$ cat src/rtl/rom_lookup_ctrl.sv
// Request-side controller for four fixed-latency table ROMs with a credit-protected response FIFO.
// Optional tag pass-through is enabled by defining LOOKUP_TAG_EN.
module rom_lookup_ctrl #(
  parameter int ADDR_WIDTH = 8,
  parameter int DATA_WIDTH = 32,
  parameter int FIFO_DEPTH = 4
) (
  input  logic                  clk0,
  input  logic                  rst0,
  input  logic                  req_valid,
  output logic                  req_ready,
  input  logic [1:0]            req_sel,
  input  logic [ADDR_WIDTH-1:0] req_addr,
`ifdef LOOKUP_TAG_EN
  input  logic [3:0]            req_tag,
  output logic [3:0]            rsp_tag,
`endif
  output logic [3:0]            rom_cs,
  output logic [ADDR_WIDTH-1:0] rom_addr,
  input  logic [DATA_WIDTH-1:0] rom_dout0,
  input  logic [DATA_WIDTH-1:0] rom_dout1,
  input  logic [DATA_WIDTH-1:0] rom_dout2,
  input  logic [DATA_WIDTH-1:0] rom_dout3,
  output logic                  rsp_valid,
  input  logic                  rsp_ready,
  output logic [DATA_WIDTH-1:0] rsp_data,
  output logic [1:0]            rsp_sel
);

  localparam int PTR_W = $clog2(FIFO_DEPTH);
  localparam int CNT_W = PTR_W + 1;

  logic                  fire;
  logic                  pop;
  logic                  wr_en;
  logic                  s1_valid;
  logic                  s2_valid;
  logic [1:0]            s1_sel;
  logic [1:0]            s2_sel;
  logic [1:0]            inflight;
  logic [PTR_W-1:0]      wr_ptr;
  logic [PTR_W-1:0]      rd_ptr;
  logic [CNT_W-1:0]      count;
  logic [CNT_W:0]        slots_needed;
  logic [DATA_WIDTH-1:0] rom_word;
  logic [DATA_WIDTH-1:0] data_mem [FIFO_DEPTH];
  logic [1:0]            sel_mem  [FIFO_DEPTH];

  // Chip-selects are masked by reset so no ROM is strobed while the controller is held.
  assign fire      = req_valid & req_ready & ~rst0;
  assign pop       = rsp_valid & rsp_ready;
  assign wr_en     = s2_valid;
  assign rsp_valid = (count != '0);
  assign rom_addr  = req_addr;

  // Every read in the shadow pipeline already owns a FIFO slot, so issue only when one is free.
  assign inflight     = {1'b0, s1_valid} + {1'b0, s2_valid};
  assign slots_needed = {1'b0, count} + {{(CNT_W-1){1'b0}}, inflight} - {{CNT_W{1'b0}}, pop};
  assign req_ready    = slots_needed < (CNT_W+1)'(FIFO_DEPTH);

  always_comb begin
    rom_cs          = '0;
    rom_cs[req_sel] = fire;
  end

  always_comb begin
    rom_word = rom_dout0;
    case (s2_sel)
      2'd0: rom_word = rom_dout0;
      2'd1: rom_word = rom_dout1;
      2'd2: rom_word = rom_dout2;
      2'd3: rom_word = rom_dout3;
      default: rom_word = rom_dout0;
    endcase
  end

  always_ff @(posedge clk0 or posedge rst0) begin
    if (rst0) begin
      s1_valid <= 1'b0;
      s1_sel   <= '0;
      s2_valid <= 1'b0;
      s2_sel   <= '0;
    end else begin
      s1_valid <= fire;
      s1_sel   <= req_sel;
      s2_valid <= s1_valid;
      s2_sel   <= s1_sel;
    end
  end

  always_ff @(posedge clk0 or posedge rst0) begin
    if (rst0) begin
      wr_ptr <= '0;
      rd_ptr <= '0;
      count  <= '0;
    end else begin
      if (wr_en) wr_ptr <= wr_ptr + PTR_W'(1);
      if (pop)   rd_ptr <= rd_ptr + PTR_W'(1);
      if (wr_en && !pop)      count <= count + CNT_W'(1);
      else if (!wr_en && pop) count <= count - CNT_W'(1);
    end
  end

  // Storage needs no reset; the head is masked by rsp_valid below.
  always_ff @(posedge clk0) begin
    if (wr_en) begin
      data_mem[wr_ptr] <= rom_word;
      sel_mem[wr_ptr]  <= s2_sel;
    end
  end

  assign rsp_data = rsp_valid ? data_mem[rd_ptr] : '0;
  assign rsp_sel  = rsp_valid ? sel_mem[rd_ptr]  : '0;

`ifdef LOOKUP_TAG_EN
  logic [3:0] s1_tag;
  logic [3:0] s2_tag;
  logic [3:0] tag_mem [FIFO_DEPTH];

  always_ff @(posedge clk0 or posedge rst0) begin
    if (rst0) begin
      s1_tag <= '0;
      s2_tag <= '0;
    end else begin
      s1_tag <= req_tag;
      s2_tag <= s1_tag;
    end
  end

  always_ff @(posedge clk0) begin
    if (wr_en) tag_mem[wr_ptr] <= s2_tag;
  end

  assign rsp_tag = rsp_valid ? tag_mem[rd_ptr] : '0;
`endif

endmodule

$ cat config.mk
export PLATFORM = sky130hd
export DESIGN_NAME = rom_lookup_ctrl
export DESIGN_NICKNAME = d
export VERILOG_FILES = /design/src/rtl/rom_lookup_ctrl.sv
export SDC_FILE = /design/constraint.sdc
export NUM_CORES = 1
export LEC_CHECK = 0
export ABC_AREA = 1
export CORE_MARGIN = 2
export CORE_UTILIZATION = 41
export DETAILED_ROUTE_END_ITERATION = 12
export PLACE_DENSITY = 0.66
export SLEW_MARGIN = 40
export SYNTH_ARGS = -nofsm -noshare
export SYNTH_HDL_FRONTEND = slang
export SYNTH_SLANG_ARGS = --single-unit
$ cat constraint.sdc
create_clock -name clk0 -period 6 [get_ports clk0]
set_input_delay 1.8 -clock clk0 [delete_from_list [all_inputs] [get_ports clk0]]
set_output_delay 1.8 -clock clk0 [all_outputs]
set_load 0.05 [all_outputs]
### Word-level counts from Yosys, hierarchy flattened

Memory sizes are Yosys's and may differ from the RTL's.
Index checks and enable logic that the tools add are counted.
W data, S select, Z words.

| storage, ports and cells | value |
|---|---|
| word-level logic and storage cells | 44 |
| output and inout port bits | 48 |
| memories kept | 2 |
| flip-flop bits (word level) | 13 |
| RAM bits | 136 |

Memories:

| name | words | bits a word | read ports | clocked after memory_dff | write ports | line | RTL |
|---|---|---|---|---|---|---|---|
| data_mem | 4 | 32 | 1 | 0 | 1 | 46 | `logic [DATA_WIDTH-1:0] data_mem [FIFO_DEPTH];` |
| sel_mem | 4 | 2 | 1 | 0 | 1 | 47 | `logic [1:0] sel_mem [FIFO_DEPTH];` |

| operators by class | value |
|---|---|
| add/sub/neg operators | 7 |
| eq/ne operators | 3 |
| reduce and logical (&&, ||, !) cells | 8 |
| mux-type cells | 9 |
| magnitude comparators | 3 |
| bitwise logic cells | 5 |

Operators with widths:

| cell | count |
|---|---|
| $pmux W32 S4 | 1 |
| $mux W32 | 1 |
| $mux W3 | 2 |
| $add A2 B1 Y2 const B | 2 |
| $add A3 B2 Y4 | 1 |
| $and A4 B4 Y4 | 1 |
| $eq A2 B2 Y1 const B | 2 |
| $lt A4 B3 Y1 const B | 1 |
| $sub A4 B1 Y4 | 1 |
| $add A3 B1 Y3 const B | 1 |
| $and A1 B1 Y1 | 3 |
| $logic_and A1 B1 Y1 | 3 |
| $lt A2 B3 Y1 const B | 1 |
| $mux W1 | 3 |
| $reduce_bool A3 Y1 | 1 |
| $sub A3 B1 Y3 const B | 1 |
| $add A1 B1 Y2 | 1 |
| $demux W1 S2 | 1 |
| $eq A2 B1 Y1 const B | 1 |
| $ge A2 B1 Y1 const B | 1 |
| $logic_not A1 Y1 | 2 |
| $logic_not A2 Y1 | 1 |
| $mux W2 | 1 |
| $reduce_bool A2 Y1 | 1 |
| $not A1 Y1 | 1 |

### Depth between registers and ports, before layout

| depth | value |
|---|---|
| depth after elaboration | 7 |
| mapped depth | 13 |
| depth with buffers taken out | 13 |

### Worst setup path after synthesis

No wires, ideal clock.

| timing path | value |
|---|---|
| path kind | input to output |
| from | in rsp_ready |
| to | out rom_cs[0] |
| data arrival time | 3.610 ns |
| stages | 11 |
| buffers on the path | 0 |
| path slack | 0.590 ns |
| cells stage by stage | nand2_1 -> ha_1 -> inv_1 -> ha_1 -> nand2_1 -> nand2_1 -> nand2_1 -> nand2_1 -> nand2_1 -> nand3_1 -> nor2_1 |

| between the ends | value |
|---|---|
| cells in the longest elaborated chain, start to end | 6 |

Ends and longest elaborated chain:

| what | line | RTL |
|---|---|---|
| start: declaration | 25 | `input logic rsp_ready,` |
| $and A1 B1 Y1 | 51 | `assign pop = rsp_valid & rsp_ready;` |
| $sub A4 B1 Y4 | 58 | `assign slots_needed = {1'b0, count} + {{(CNT_W-1){1'b0}}, inflight} - {{CNT_W{1'b0}}, pop};` |
| $lt A4 B3 Y1 | 59 | `assign req_ready = slots_needed < (CNT_W+1)'(FIFO_DEPTH);` |
| $and A1 B1 Y1 (2 in series) | 50 | `assign fire = req_valid & req_ready & ~rst0;` |
| $and A4 B4 Y4 (no line) | n/a |  |
| end: declaration | 18 | `output logic [3:0] rom_cs,` |

Every way passes these cells.

### Worst setup path in the final report

Ends and elaborated chain as after synthesis.

==> flow_summary.yaml <==
cts:
  clk_latency_ns: 0.41
  clockBufferDepth: 2
  postCtsSetupBuffers: 0
  path_clk_slew_ns: 0.06
  cts_tree: "built"
  h-tree-depth: 4
  hold_buffers: 0
  cts.sinks: 149
  cts_resized: 0
  cts_buffers: 17
  root_buffer: "clkbuf_16"
placement:
  dp_slack_ns: 0.320
  hpwlAfterDp_mm: 11.2
  placed_area_mm2: 0.00868
  place_inst: 1033
  place_congestion: 0.793
  port_buffers: 173
logic_synthesis:
  synth_area_mm2: 0.00682
  synth_area_leader_cell: "edfxtp_1"
  synth.yosys.seq_area_share_pct: 64.7
  synth.distinct_cells: 21
  syn_area_per_cell_um2: 10.1
  netlist_top_cells_area: "edfxtp_1, nand2_1, nor2_1, dfrtp_1, o21ai_0"
  synthesis.nets: 829
  synth_top_cell_area_share_pct: 59.9
  ys_warn_count: 0
  synth_seq_cells: 149
  synthesis.instances: 677
power:
  finalPower_mw: 4.52
  p_per_area_mw_per_mm2: 492
  ir_drop_mv: 0.320
  power.leakage_nw: 3.32
floorplanning:
  start_util_pct: 41.6
  die_y_um: 133
  coreArea_mm2: 0.0164
  fp-row-count: 47
  pin_count: 190
  die_w_um: 133
  die-area_mm2: 0.0177
sta:
  min_period_ns: 5.67
  hold_viol: 0
  slew-limit-headroom_pct: 46.5
  finalSetupViolCount: 0
  drv_slew: 0
  hold-worst-slack_ns: 0.354
  clock.fmax_mhz: 176
  fin_skew_ns: 0.00627
  worst_slew_pin_slew_ns: 0.801
  fin_ws_ns: 0.328
  finalSetupTns_ns: 0
  grt_setup_unrepaired: "no"
  fin_crit_sh_pct: 94.5
drt:
  vias_per_cell: 5.13
  ant_nets: 0
  wl_mm: 17.6
  num_vias: 5462
  routedWlPerCell_um: 16.5
  drt_iter0_drc: 409
  drc: 0
  dr.pass1.iters: 5
final_layout:
  design_area_mm2: 0.00920
  fin_cells: 1064
  nets: 984
  fin_util_pct: 56.1
  drive_gt1_share_pct: 6.04
  syn2layout_area_growth_pct: 34.9
  antenna_cells: 0
critical_path:
  cp.arrival_ns: 3.87
  rr_worst_depth: 12
  reg2reg_from: "count[0]"
  worstSetupStartpoint: "rsp_ready"
  crit_path_start_kind: "primary input"
  required_ns: 4.20
  end_kind: "output port"
  rrSetupSlack_ns: 3.96
  crit_type: "primary input to output port"
  path_max_fanout: 5
  reg2reg_to: "s1_valid"
  critPathCapture: "rom_cs[0]"
global_routing:
  grt_use_total_pct: 20.2
  grt_max_degree: 70
  antenna_found_initial: 0
  grt_pass1_vias: 5389
  grt-ovfl-total: 0
  grt_pass1_wl_mm: 27.2
job:
  max_cap_violations: 0
status:
  status: "finished, final reports clean"
hold_path:
  min_path_type: "flip-flop to flip-flop"
-- report_power, final --
| group | leakage (nW) | switching, mW | internal [mW] |
|---|---|---|---|
| sequential | 1.39 | 0.109 | 1.28 |
| combinational | 1.69 | 1.50 | 0.720 |
| clock | 0.239 | 0.397 | 0.522 |
-- cell usage in the layout, fill, tap and decap left out, types with 2 or more instances in the layout --
master | Yosys | layout
a21oi_1 | 35 | 35
buf_12 | 0 | 5
buf_4 | 14 | 9
clkbuf_16 | 0 | 17
clkdlybuf4s50_1 | 0 | 168
clkinv_1 | 0 | 6
clkinv_2 | 0 | 3
clkinvlp_4 | 0 | 5
dfrtp_1 | 13 | 12
edfxtp_1 | 136 | 136
ha_1 | 9 | 9
inv_1 | 25 | 19
inv_2 | 3 | 5
inv_6 | 0 | 2
nand2_1 | 152 | 152
nand3_1 | 3 | 3
nand4_1 | 32 | 32
nor2_1 | 146 | 144
nor2_2 | 0 | 2
o21ai_0 | 61 | 61
o21ai_1 | 10 | 10
xor2_1 | 3 | 3
-- cells by family after synthesis --
| group | synth area share, % |
|---|---|
| flops | 64.7 |
| buf+inv | 5.52 |
| simple gates | 19.6 |
| fa+ha+maj | 1.95 |
| compound gates | 7.78 |
| xor+xnor | 0.514 |
-- cell usage after synthesis --
library cell	instances
inv_4	1
buf_4	14
clkbuf_2	1
nand3_1	3
xor2_1	3
nor2_1	146
edfxtp_1	136
buf_2	13
ha_1	9
xnor2_1	1
nand2_1	152
dfrtp_1	13
fa_1	1
o21ai_0	61
buf_6	3
a21oi_1	35
inv_1	25
nand4_1	32
inv_2	3
clkbuf_1	15
o21ai_1	10
-- layout make-up --
cell class / instances / area [um2]
Inverter: 29 / 111
Sequential cell: 149 / 4410
Clock inverter: 13 / 86.3
Multi-Input combinational cell: 453 / 2040
Tap cell: 220 / 275
Clock buffer: 18 / 429
Fill cell: 1384 / 7210
Timing Repair Buffer: 182 / 1850
-- state kept, by name (all words and copies together), names as in the netlist --
signal    flops
rd_ptr        2
s2_valid      1
sel_mem       8
data_mem    128
count         3
s1_valid      1
s2_sel        2
s1_sel        2
wr_ptr        2
-- critical path, stage by stage --
cell             delay, ns
clkdlybuf4s50_1       0.45
nand2_1               0.08
ha_1                  0.33
inv_1                 0.08
ha_1                  0.28
nand2_1               0.06
nand2_1               0.04
nand2_1               0.06
nand2_1               0.05
nand2_1               0.07
nand3_1               0.16
nor2_1                0.24
buf_12                0.17
-- per-layer routing --
metal / vias to the layer above / global-route usage [%] / share of wire (%)
met5: - / 0 / 0
met4: 0 / 7.47 / 1.9
met3: 29 / 3.87 / 4.7
met2: 158 / 38.2 / 55
met1: 2673 / 22.4 / 38
li1: 2602 / - / -
-- worst min-delay path by stage --
stage               startpoint   endpoint  slack (ns)  cells after the start
detailed placement   s1_sel[0]  s2_sel[0]        0.34                      0
global placement     s1_sel[1]  s2_sel[1]        0.35                      0
floorplan            s1_sel[0]  s2_sel[0]        0.33                      0
global route         s1_sel[1]  s2_sel[1]        0.36                      0
CTS                  s1_sel[1]  s2_sel[1]        0.36                      0
finish               s1_sel[1]  s2_sel[1]        0.35                      0
(Power assumes the default switching activity.)
